`config.mk`:
```
export PLATFORM = sky130hd
export DESIGN_NAME = fb_write_ctrl
export DESIGN_NICKNAME = d
export VERILOG_FILES = /design/src/rtl/fb_write_ctrl.sv
export SDC_FILE = /design/constraint.sdc
export NUM_CORES = 1
export LEC_CHECK = 0
export BUFFER_PORTS_ARGS = -buffer_cell sky130_fd_sc_hd__buf_2
export CAP_MARGIN = 20
export CELL_PAD_IN_SITES_DETAIL_PLACEMENT = 1
export CELL_PAD_IN_SITES_GLOBAL_PLACEMENT = 1
export CORE_UTILIZATION = 43
export CTS_CLUSTER_DIAMETER = 30
export DETAILED_ROUTE_END_ITERATION = 8
export PLACE_DENSITY = 0.92
export SKIP_LAST_GASP = 1
export SLEW_MARGIN = 0
export SYNTH_ARGS = -nofsm -noshare
export SYNTH_HDL_FRONTEND = slang
export SYNTH_SLANG_ARGS = --single-unit
```
`constraint.sdc`:
```
create_clock -name clk -period 2.7 [get_ports clk]
set_input_delay 0.81 -clock clk [delete_from_list [all_inputs] [get_ports clk]]
set_output_delay 0.81 -clock clk [all_outputs]
set_load 0.05 [all_outputs]
```
`src/rtl/fb_write_ctrl.sv`:
```
// ---------------------------------------------------------------------------
// fb_write_ctrl
//
// Write-side controller for a small frame buffer. It provides two functions:
//   * a clear engine that sweeps every address 0 .. 2^AW-1 and writes
//     CLR_COLOR to each one, and
//   * a cursor that two push-buttons move left and right. Each move paints
//     the new cursor position with color_sel.
// The frame buffer may only be written while vblank is high. Any write that
// is waiting simply stalls until vblank returns, and no write is lost.
//
// Handshake: this block has no valid/ready pair. The frame buffer accepts one
// entry on every rising clk edge where wr_en is high. wr_addr and wr_data are
// meaningful only in those cycles.
//
// Ports
//   clk        in   single clock, all state changes on the rising edge
//   rst        in   asynchronous active-high reset
//   clear_req  in   synchronous pulse that requests a full-buffer clear
//   bntr/bntl  in   asynchronous push-buttons that move the cursor right/left
//   color_sel  in   paint colour, used in the cycle the paint write happens
//   vblank     in   write permission
//   wr_addr    out  frame-buffer write address
//   wr_data    out  frame-buffer write data
//   wr_en      out  frame-buffer write strobe
//   cursor     out  current cursor address
//   busy       out  high whenever the FSM is not idle
//   done       out  one-cycle pulse in the cycle after the last clear write
//   dbg_state  out  raw FSM state, for observation only
// ---------------------------------------------------------------------------
module fb_write_ctrl #(
    parameter int              AW        = 8,
    parameter int              DW        = 3,
    parameter logic [DW-1:0]   CLR_COLOR = '0
) (
    input  logic          clk,
    input  logic          rst,
    input  logic          clear_req,
    input  logic          bntr,
    input  logic          bntl,
    input  logic [DW-1:0] color_sel,
    input  logic          vblank,
    output logic [AW-1:0] wr_addr,
    output logic [DW-1:0] wr_data,
    output logic          wr_en,
    output logic [AW-1:0] cursor,
    output logic          busy,
    output logic          done,
    output logic [1:0]    dbg_state
);

    typedef enum logic [1:0] {
        S_IDLE  = 2'd0,
        S_CLEAR = 2'd1,
        S_PAINT = 2'd2
    } state_e;

    localparam logic [AW-1:0] ADDR_ONE  = {{(AW-1){1'b0}}, 1'b1};
    localparam logic [AW-1:0] ADDR_LAST = '1;

    // -----------------------------------------------------------------------
    // State
    // -----------------------------------------------------------------------
    state_e        state_q,   state_d;
    logic [AW-1:0] cursor_q,  cursor_d;
    logic [AW-1:0] clr_cnt_q, clr_cnt_d;
    logic          pend_r_q,  pend_r_d;
    logic          pend_l_q,  pend_l_d;
    logic          pend_c_q,  pend_c_d;
    logic          done_q,    done_d;

    // Button synchronisers: two metastability flops, then an edge register
    // that holds the previous synchronised level.
    logic          r_s1_q, r_s1_d;
    logic          r_s2_q, r_s2_d;
    logic          r_e_q,  r_e_d;
    logic          l_s1_q, l_s1_d;
    logic          l_s2_q, l_s2_d;
    logic          l_e_q,  l_e_d;

    logic          rise_r;
    logic          rise_l;
    logic          svc_r;
    logic          svc_l;
    logic          svc_c;

    // -----------------------------------------------------------------------
    // Synchroniser and edge detect
    // -----------------------------------------------------------------------
    always_comb begin
        r_s1_d = bntr;
        r_s2_d = r_s1_q;
        r_e_d  = r_s2_q;
        l_s1_d = bntl;
        l_s2_d = l_s1_q;
        l_e_d  = l_s2_q;
    end

    // The rise is visible two edges after the pin goes high, and it sets the
    // pending flag on the third edge.
    assign rise_r = r_s2_q & ~r_e_q;
    assign rise_l = l_s2_q & ~l_e_q;

    // -----------------------------------------------------------------------
    // Write port: only the CLEAR and PAINT states ever write.
    // -----------------------------------------------------------------------
    always_comb begin
        wr_en   = (state_q != S_IDLE) && vblank;
        wr_addr = cursor_q;
        wr_data = color_sel;
        if (state_q == S_CLEAR) begin
            wr_addr = clr_cnt_q;
            wr_data = CLR_COLOR;
        end
    end

    // -----------------------------------------------------------------------
    // FSM next-state and datapath
    // -----------------------------------------------------------------------
    always_comb begin
        state_d   = state_q;
        cursor_d  = cursor_q;
        clr_cnt_d = clr_cnt_q;
        done_d    = 1'b0;
        svc_r     = 1'b0;
        svc_l     = 1'b0;
        svc_c     = 1'b0;

        unique case (state_q)
            S_IDLE: begin
                if (pend_c_q) begin
                    // A clear wins over cursor moves. The moves stay pending
                    // and are handled after the clear finishes.
                    svc_c     = 1'b1;
                    clr_cnt_d = '0;
                    state_d   = S_CLEAR;
                end else if (pend_r_q && pend_l_q) begin
                    // Opposite requests cancel each other: no move, no write.
                    svc_r = 1'b1;
                    svc_l = 1'b1;
                end else if (pend_r_q) begin
                    svc_r    = 1'b1;
                    cursor_d = cursor_q + ADDR_ONE;
                    state_d  = S_PAINT;
                end else if (pend_l_q) begin
                    svc_l    = 1'b1;
                    cursor_d = cursor_q - ADDR_ONE;
                    state_d  = S_PAINT;
                end
            end

            S_CLEAR: begin
                // The counter advances only when a write actually happens,
                // so a vblank gap pauses the sweep in place.
                if (wr_en) begin
                    clr_cnt_d = clr_cnt_q + ADDR_ONE;
                    if (clr_cnt_q == ADDR_LAST) begin
                        done_d  = 1'b1;
                        state_d = S_IDLE;
                    end
                end
            end

            S_PAINT: begin
                if (wr_en) begin
                    state_d = S_IDLE;
                end
            end

            default: begin
                state_d = S_IDLE;
            end
        endcase
    end

    // -----------------------------------------------------------------------
    // Pending flags hold one event each. A new event is dropped while the
    // flag is still set, including in the cycle where that flag is serviced.
    // -----------------------------------------------------------------------
    always_comb begin
        pend_r_d = pend_r_q ? ~svc_r : rise_r;
        pend_l_d = pend_l_q ? ~svc_l : rise_l;
        pend_c_d = pend_c_q ? ~svc_c : clear_req;
    end

    // -----------------------------------------------------------------------
    // Registers
    // -----------------------------------------------------------------------
    always_ff @(posedge clk or posedge rst) begin
        if (rst) begin
            state_q   <= S_IDLE;
            cursor_q  <= '0;
            clr_cnt_q <= '0;
            pend_r_q  <= 1'b0;
            pend_l_q  <= 1'b0;
            pend_c_q  <= 1'b0;
            done_q    <= 1'b0;
            r_s1_q    <= 1'b0;
            r_s2_q    <= 1'b0;
            r_e_q     <= 1'b0;
            l_s1_q    <= 1'b0;
            l_s2_q    <= 1'b0;
            l_e_q     <= 1'b0;
        end else begin
            state_q   <= state_d;
            cursor_q  <= cursor_d;
            clr_cnt_q <= clr_cnt_d;
            pend_r_q  <= pend_r_d;
            pend_l_q  <= pend_l_d;
            pend_c_q  <= pend_c_d;
            done_q    <= done_d;
            r_s1_q    <= r_s1_d;
            r_s2_q    <= r_s2_d;
            r_e_q     <= r_e_d;
            l_s1_q    <= l_s1_d;
            l_s2_q    <= l_s2_d;
            l_e_q     <= l_e_d;
        end
    end

    // -----------------------------------------------------------------------
    // Outputs
    // -----------------------------------------------------------------------
    assign cursor    = cursor_q;
    assign busy      = (state_q != S_IDLE);
    assign done      = done_q;
    assign dbg_state = state_q;

endmodule
```
---- Yosys cells after proc, flatten, opt, wreduce, memory -nomap -nowiden ----
Index checks and enable logic that the tools add are counted.
storage, ports and cells
  word-level logic and storage cells ...... 75
  bits of input ports ..................... 9
  register bits after elaboration ......... 28
cells by class
  multiplexer cells ....................... 32
  bitwise logic cells ..................... 9
  equality and inequality tests ........... 9
  add/sub/neg operators ................... 3
  reduce and logical (&&, ||, !) cells .... 9
operator list
  cell                                                   count
  two-way mux 8 bit                                      5
  two-way mux 1 bit                                      17
  adder 8 x 1 -> 8 bit, second input constant            2
  one-hot mux 8 bit (2 select lines)                     1
  two-way mux 2 bit                                      7
  == test 8 bit, second input constant                   1
  subtractor 8 x 1 -> 8 bit, second input constant       1
  inverter 1 bit                                         7
  inequality test 2 bit, second input constant           3
  one-hot mux 2 bit (3 select lines)                     1
  nonzero test 2 bit                                     3
  AND reduction 5 bit                                    1
  inequality test 4 bit, second input constant           1
  AND reduction 4 bit                                    1
  two-way mux 3 bit                                      1
  inequality test 3 bit, second input constant           1
  AND reduction 3 bit                                    1
  bitwise AND 1 bit                                      2
  == test 2 x 1 -> 1 bit, second input constant          1
  == test 2 bit, second input constant                   1
  logical AND 1 bit                                      2
  zero test 2 bit                                        1
  inequality test 2 x 1 -> 1 bit, second input constant  1

---- Depth between registers and ports, before layout ----
Gate-level depths: netlist (run 1).
  depth after elaboration ................. 7
  depth in mapped cells ................... 7
  gate-level depth less buffers ........... 7

---- Worst setup path after synthesis (run 1) ----
No wires, ideal clock.
  path kind ............................... register -> output
  from .................................... register state_q[0] (netlist: dbg_state[0])
  to ...................................... output port wr_addr[1]
  arrival time ............................ 2.264 ns
  cell stages (with the launch flop) ...... 4
  setup slack ............................. -0.374 ns
  cell sequence ........................... dfrtp_1 or2b_1 clkbuf_1 o21ai_0
on the way
  cells in the longest elaborated chain, start to end .. 2
RTL lines
  item                    line  text
  from (decl)             64    state_e state_q, state_d;
  from (signal assigned)  205   state_q <= state_d;
  == test 2 x 1 -> 1 bit  111   if (state_q == S_CLEAR) begin
  two-way mux 8 bit       111
  to (decl)               43    output logic [AW-1:0] wr_addr,
No other way between the ends.

---- Worst setup path in the final report (run 1) ----
  from .................................... register state_q[1] (netlist: dbg_state[1])
  to ...................................... output port wr_addr[1]
The elaborated chain is that of the path after synthesis.

==> results.md, run 1 <==
* Root Driver: clkbuf_4
* Max-slew violations at 0
* Via density at about 5.3
* Switch Pwr at 0.8154 mW
* Cts bufs inserted at 3
* Worst Max-Slew Pin Slew at approximately 560 ps
* Vias in the first global route at 1306
* Worst Setup End Kind: output pin
* Die footprint at about 0.0037 mm²
* H-tree levels at 1
* Most common cell in the netlist: nand2_1
* CTS tree: done
* Drt first pass iters at 4
* Slowest cell delay on critical path at around 540 ps
* CP Class: flip-flop to output pin
* DRT iter0 DRCs at between 60 and 70
* Top FF cell, synth: dfrtp_1
* Final setup margin at ~130 ps
* Sequential area share after synthesis at 46.47%
* Worst Path Arrival at between 1500 and 2000 ps
* Placer congestion estimate at around 0.83
* Combinational fraction of design power at between 40% and 50%
* Height of the chip at around 60 µm
* Inserted Diodes at 0
* Crit Path Max Fanout at 12
* Worst-Skew Late Latency at 340 ps
* Final instance area at around 0.0017 mm²
* Overflow after GRT at 0
* Reg2Reg Depth at 7
* DRC Markers at 0
* Pwr dens at ~940 mW/mm²
* Count of cell types in the netlist at 31
* Synth area leaders: dfrtp_1, nand2_1, ha_1
* Critical path's slowest cell: dfrtp_1
* VDD IR max at ~0.00032 V
* Top Ports at 33
* Largest net degree at the start of global routing at 29
* Core area at ~0.0033 mm²
* Tmin final at ~2600 ps
* CTS sink count at 28
* First-pass GRT wire length at about 6400 µm
* Syn nets at around 180
* Total wire length at 3940 µm
* Synth Instances at about 160
* Setup Fix Bufs, Post-CTS at 0
* Ys Warns at 0
* Post-synth EDFFs at 0
* Seq pwr share at 38.6%
* Syn_area_per_cell at roughly 9.5 µm²
* Initial core utilization at 45.18%
* Area Growth Syn to Fin at 16.02%
* Post-route ant nets at 0
* Hold Crit Class: flip-flop to flip-flop
* Dpl cell area at approximately 0.0017 mm²
* Post-synth top area share at between 40% and 50%
* Clock Tree Buf Depth at 2
* Crit path max-delay family: flip-flops
* Sw Ratio at between 40% and 50%
* Area of the mapped netlist at around 0.0015 mm²
* Place WS at a little under 500 ps
* FMAX at ~0.39 GHz
* R2R Setup Slk at between 400 and 500 ps
* #FFs+latches synth at 28
* Worst-path clk slew at 140 ps
* Top post-synthesis cells by count: nand2_1, dfrtp_1, nor2_1, o21ai_0
* Via Count at ~1.3k
* Post-DP HPWL at roughly 3000 µm
* Clock network power share at around 13%
* Post-CTS Hold Fix Bufs at 0
* Tcrit/Tclk final at 95.05%
* GRT Resource Usage Total at 23.99%
* Cell taking the most area after synthesis: dfrtp_1
* Crit path buf inv count at 1
* Total power at 1.645 mW
* Critical path cell sequence: or2b_2 > o21ai_1 > buf_2
* IO buf count at 32
* Number of max-cap violations at 0
* P_leak at 0.8984 nW
* Post-CTS sizing at 0
* Worst slew margin at 62.48%
* Final setup TNS at 0 ps
* CP required at 1890 ps
* Final setup skew at between 10 and 15 ps
* Outcome: complete, no violations
* Layout cell share with drive strength beyond 1 at a little under a quarter
* NumNets Final at approximately 210
* Post-DR wirelength/cell at between 15 and 20 µm
* Hold Vio Cnt, Final at 0
* Initial antenna violation count at 0
* Die width at ~60 µm
* Setup violators final at 0
* Placement Rows at 21
* Cell Count, Final, Fillers Out at 239
* Critical Path Source Type: flip-flop
* RSZ-0062 raised after global routing: no
* Ys async rst share at 100.0%
* Int Pwr at approximately 0.83 mW
* Placed cells at 235
* Hold Path Depth at 0
* Cell count along the critical path at 3
## cells in the final DEF, fill, tap and decap left out
cell type and n:
mux2_1 1, buf_4 1, nor2b_4 1, ha_1 7
mux2i_1 1, xor2_1 6, and2_1 4, a21o_1 2
or2b_2 1, dfrtp_1 28, o22ai_1 1, nor2_1 11
o21ai_0 8, clkbuf_4 3, o21ai_1 7, buf_2 32
o21bai_1 1, fa_1 1, nand3_2 2, clkbuf_8 1
a211oi_1 1, nand2_1 37, o211ai_1 2, a21oi_1 7
or2_2 1, xnor2_1 6, inv_1 5, nand2b_1 4
or3_1 3, nand3_1 5, a2111oi_4 1, a21oi_2 1
nand2b_4 1
## per-stage QoR
step	hold slack, ps	utilization, %
floorplan	331.2	-
global placement	333.8	51.14
detailed placement	338.5	51.14
CTS	371.0	52.23
global route	375.8	52.42
finish	368.3	52.42
## worst register-to-register path: cells and delay by family, from the launching register on
| family | cells | cell delay, ps |
|---|---|---|
| flip-flops | 1 | 490 |
| AO/OA/AOI/OAI | 4 | 880 |
| adder cells (fa/ha/maj) | 1 | 310 |
| buffers and inverters | 1 | 270 |
| XOR/XNOR | 1 | 190 |
## final cells by class
class	count	area [µm²]
fill	416	1588
clock buffer	4	36.28
tap	46	57.56
timing repair buffer	33	167.7
inverter	5	18.77
multi-input combinational	123	768.2
sequential	28	700.7
## routing by layer
metal | up-vias | share of wire, % | track usage (%)
met5 | - | 0 | 0
met4 | 0 | 2.4 | 9.416
met3 | 10 | 2.8 | 3.571
met2 | 27 | 55 | 44.25
met1 | 636 | 40 | 27.76
li1 | 597 | - | -
## power by group through the flow
stage	Combinational [mW]	Clock [mW]	Sequential, mW
after global placement	0.741	0	0.625
after detailed placement	0.802	0	0.640
after global routing	0.868	0.225	0.651
after floorplan	0.489	0	0.733
final	0.800	0.211	0.634
after CTS	0.804	0.209	0.633
## final timing paths
path	start	endpoint
setup / recovery	dbg_state[1]$_DFFE_PP0P_	wr_addr[1]
hold / removal	l_s1_q$_DFF_PP0_	l_e_d$_DFF_PP0_
setup reg to reg	pend_r_q$_DFF_PP0_	cursor[7]$_DFFE_PP0P_
hold reg to reg	l_s1_q$_DFF_PP0_	l_e_d$_DFF_PP0_
max in group asynchronous	rst	cursor[5]$_DFFE_PP0P_
min in group asynchronous	rst	clr_cnt_q[6]$_DFFE_PP0P_
## kinds of logic (layout without fill, tap and decap cells)
logic type      Yosys count  after routing  synth area share [%]
fa+ha+maj                 8              8                 7.137
flops                    28             28                 46.47
buf+inv                   8             42                 2.987
compound gates           31             31                 13.11
simple gates             70             70                 21.91
mux                       2              2                 1.411
xor+xnor                 12             12                 6.971
## flip-flops by register name, indices dropped and copies added, names as in the netlist
| name | cells |
|---|---|
| l_e_q | 1 |
| pend_r_q | 1 |
| l_e_d | 1 |
| cursor | 8 |
| pend_c_q | 1 |
| pend_l_q | 1 |
| r_e_d | 1 |
| r_s1_q | 1 |
| clr_cnt_q | 8 |
| l_s1_q | 1 |
| done | 1 |
| dbg_state | 2 |
| r_e_q | 1 |
Note: power is estimated with default switching activity, not from simulation.
==> run 2, diff against run 1 <==
--- a/config.mk
+++ b/config.mk
@@ -5,14 +5,15 @@
 export SDC_FILE = /design/constraint.sdc
 export NUM_CORES = 1
 export LEC_CHECK = 0
+export ABC_AREA = 1
 export BUFFER_PORTS_ARGS = -buffer_cell sky130_fd_sc_hd__buf_2
 export CAP_MARGIN = 20
 export CELL_PAD_IN_SITES_DETAIL_PLACEMENT = 1
 export CELL_PAD_IN_SITES_GLOBAL_PLACEMENT = 1
-export CORE_UTILIZATION = 43
+export CORE_UTILIZATION = 30
 export CTS_CLUSTER_DIAMETER = 30
 export DETAILED_ROUTE_END_ITERATION = 8
-export PLACE_DENSITY = 0.92
+export PLACE_DENSITY = 0.72
 export SKIP_LAST_GASP = 1
 export SLEW_MARGIN = 0
 export SYNTH_ARGS = -nofsm -noshare
==> run 2 against run 1 <==
  * Synthesized area is 8.2% higher
  * Die area is 53% higher
  * Highest routed layer unchanged
  * Critical path depth is 2 higher
  * Final cell count is 33% higher
==> results.md, run 2 <==
* Cts bufs inserted at 3 (unchanged)
* Worst Setup End Kind: output pin
* RSZ-0062 raised after global routing: no
* Placer congestion estimate at 0.8376 (+0.52%)
* CTS tree: done
* Drt first pass iters at 4 (unchanged)
* Overflow after GRT at 0 (unchanged)
* Post-synth top area share at 42.94% (-3.5 points)
* R2R Setup Slk at 1020 ps (+540 ps)
* Worst slew margin at 61.33% (-1.1 points)
* Wire length on met3 at 139 µm (+26%)
* Worst Max-Slew Pin Slew at 578.2 ps (+17.43 ps)
* Final setup margin at 230.9 ps (+97.15 ps)
* Hold Slack at 360.5 ps (-7.800 ps)
* Die footprint at 0.005737 mm² (+53%)
* Initial antenna violation count at 0 (unchanged)
* H-tree levels at 1 (unchanged)
* Hold Vio Cnt, Final at 0 (unchanged)
* Via Count at 1489 (+17%)
* Post-synth EDFFs at 0 (unchanged)
* Crit Path Max Fanout at 8 (-4)
* Post-CTS Hold Fix Bufs at 0 (unchanged)
* Most common cell in the netlist: nand2_1
* Ys async rst share at 100.0% (unchanged)
* Total wire length at 4070 µm (+3.3%)
* Area of the mapped netlist at 0.001632 mm² (+8.2%)
* Syn nets at 228 (+30%)
* Tcrit/Tclk final at 91.45% (-3.6 points)
* Max-slew violations at 0 (unchanged)
* Commonest non-fill, non-tap cell in the layout: nand2_1
* Tmin final at 2469 ps (-97.15 ps)
* Initial core utilization at 31.54% (-14 points)
* Post-DP HPWL at 3151 µm (+2.1%)
* Via density at 4.697 (-12%)
* Setup violators final at 0 (unchanged)
* Top FF cell, synth: dfrtp_1
* Hold Path Depth at 0 (unchanged)
* Reg2reg end: cursor[7]$_DFFE_PP0P_
* Die width at 75.75 µm (+24%)
* Reg2Reg Depth at 7 (unchanged)
* CP Class: flip-flop to output pin
* Placement Rows at 26 (+24%)
* GRT Resource Usage Total at 15.71% (-8.3 points)
* Min-delay src: r_s1_q$_DFF_PP0_
* Hold Crit Class: flip-flop to flip-flop
* Syn_area_per_cell at 7.733 µm² (-18%)
* Area Growth Syn to Fin at 18.48%
* Commonest non-fill, non-tap cells in the layout: nand2_1, buf_2, inv_1
* NumNets Final at 265 (+26%)
* Post-route ant nets at 0 (unchanged)
* Core area at 0.005172 mm² (+55%)
* Worst-Skew Late Latency at 290 ps (-50 ps)
* DR WL met2 at 1872 µm (-14%)
* Ys Warns at 0 (unchanged)
* Worst-path clk slew at 100 ps (-40 ps)
* First-pass GRT wire length at 6686 µm (+4.3%)
* Post-CTS sizing at 0 (unchanged)
* Setup Fix Bufs, Post-CTS at 0 (unchanged)
* Hold Crit Endpoint: r_e_d$_DFF_PP0_
* Root Driver: clkbuf_8
* Final setup skew at 6.213 ps (-4.585 ps)
* Worst R2R Start: pend_r_q$_DFF_PP0_
* Inserted Diodes at 0 (unchanged)
* Synth Instances at 211 (+33%)
* Outcome: complete, no violations
* FMAX at 0.4050 GHz (+3.9%)
* IO buf count at 32 (unchanged)
* Top post-synthesis cells by count: nand2_1, inv_1, dfrtp_1, nor2_1, nand3_1
* Largest net degree at the start of global routing at 29 (unchanged)
* Sequential area share after synthesis at 42.94% (-3.5 points)
* Place WS at 503.6 ps (+22.90 ps)
* CP required at 1890 ps (about the same)
* Count of cell types in the netlist at 28 (-9.7%)
* Layout cell share with drive strength beyond 1 at 21.86% (-1.5 points)
* Number of max-cap violations at 0 (unchanged)
* DRT iter0 DRCs at 54 (-14%)
* Met1 wire length at 2001 µm (+28%)
* Height of the chip at 75.75 µm (+24%)
* Top Ports at 33 (unchanged)
* Vias in the first global route at 1458 (+12%)
* Synth area leaders: dfrtp_1, nand2_1, inv_1
* CTS sink count at 28 (unchanged)
* Clock Tree Buf Depth at 2 (unchanged)
* Worst Path Arrival at 1660 ps (-100 ps)
* Post-DR wirelength/cell at 12.84 µm (-22%)
* Cell taking the most area after synthesis: dfrtp_1
* Top Metal Used: met4
* DRC Markers at 0 (unchanged)
* Critical Path Source Type: flip-flop
* #FFs+latches synth at 28 (unchanged)
[run 2: worst max-delay path: stages, from the launching register on]
cell and delay (ps):
dfrtp_1 450, inv_2 80, nor2_4 190, inv_2 110
o21ai_0 230, buf_2 310
[run 2: per-stage QoR]
step                      cell area (µm²)  std cells  utilization [%]  TNS (ps)
after global placement               1878        313            36.31         0
after CTS                            1933        317            37.37         0
after detailed placement             1878        313            36.31         0
after floorplan                      1632        211                -    -817.7
final                                1933        317            37.37         0
after global routing                 1933        317            37.37         0
[run 2: final cells by class]
type	count	area, µm²
Fill cell	675	3239
Multi-Input combinational cell	147	787.0
Sequential cell	28	700.7
Timing Repair Buffer	34	175.2
Inverter	34	127.6
Tap cell	70	87.58
Clock buffer	4	55.05
[run 2: worst max path at each step]
stage / startpoint / end / slack, ps / cells after the start
6_report: dbg_state[0]$_DFFE_PP0P_ / wr_addr[6] / 230 / 5
2_1_floorplan: dbg_state[0]$_DFFE_PP0P_ / wr_addr[1] / -270 / 4
5_1_grt: dbg_state[0]$_DFFE_PP0P_ / wr_addr[2] / 120 / 6
3_5_place_dp: vblank / wr_en / 500 / 4
4_1_cts: dbg_state[0]$_DFFE_PP0P_ / wr_addr[3] / 210 / 6
3_3_place_gp: vblank / wr_en / 500 / 4
[run 2: routing by layer]
metal / track usage, % / vias up
met5: 0 / -
met4: 5.556 / 0
met3: 2.381 / 5
met2: 25.96 / 32
met1: 20.87 / 711
li1: - / 741
[run 2: logic make-up (layout without fill, tap and decap cells)]
kind of cell,count (synthesis),after routing,synth area share (%)
simple gates,113,113,31.36
buf+inv,36,72,8.819
flops,28,28,42.94
compound gates,22,22,8.129
fa+ha+maj,8,8,6.595
xor+xnor,4,4,2.147
Power of run 2 is not shown: default switching activity piles up to over one toggle a cycle in this logic, so the estimate is an artifact.
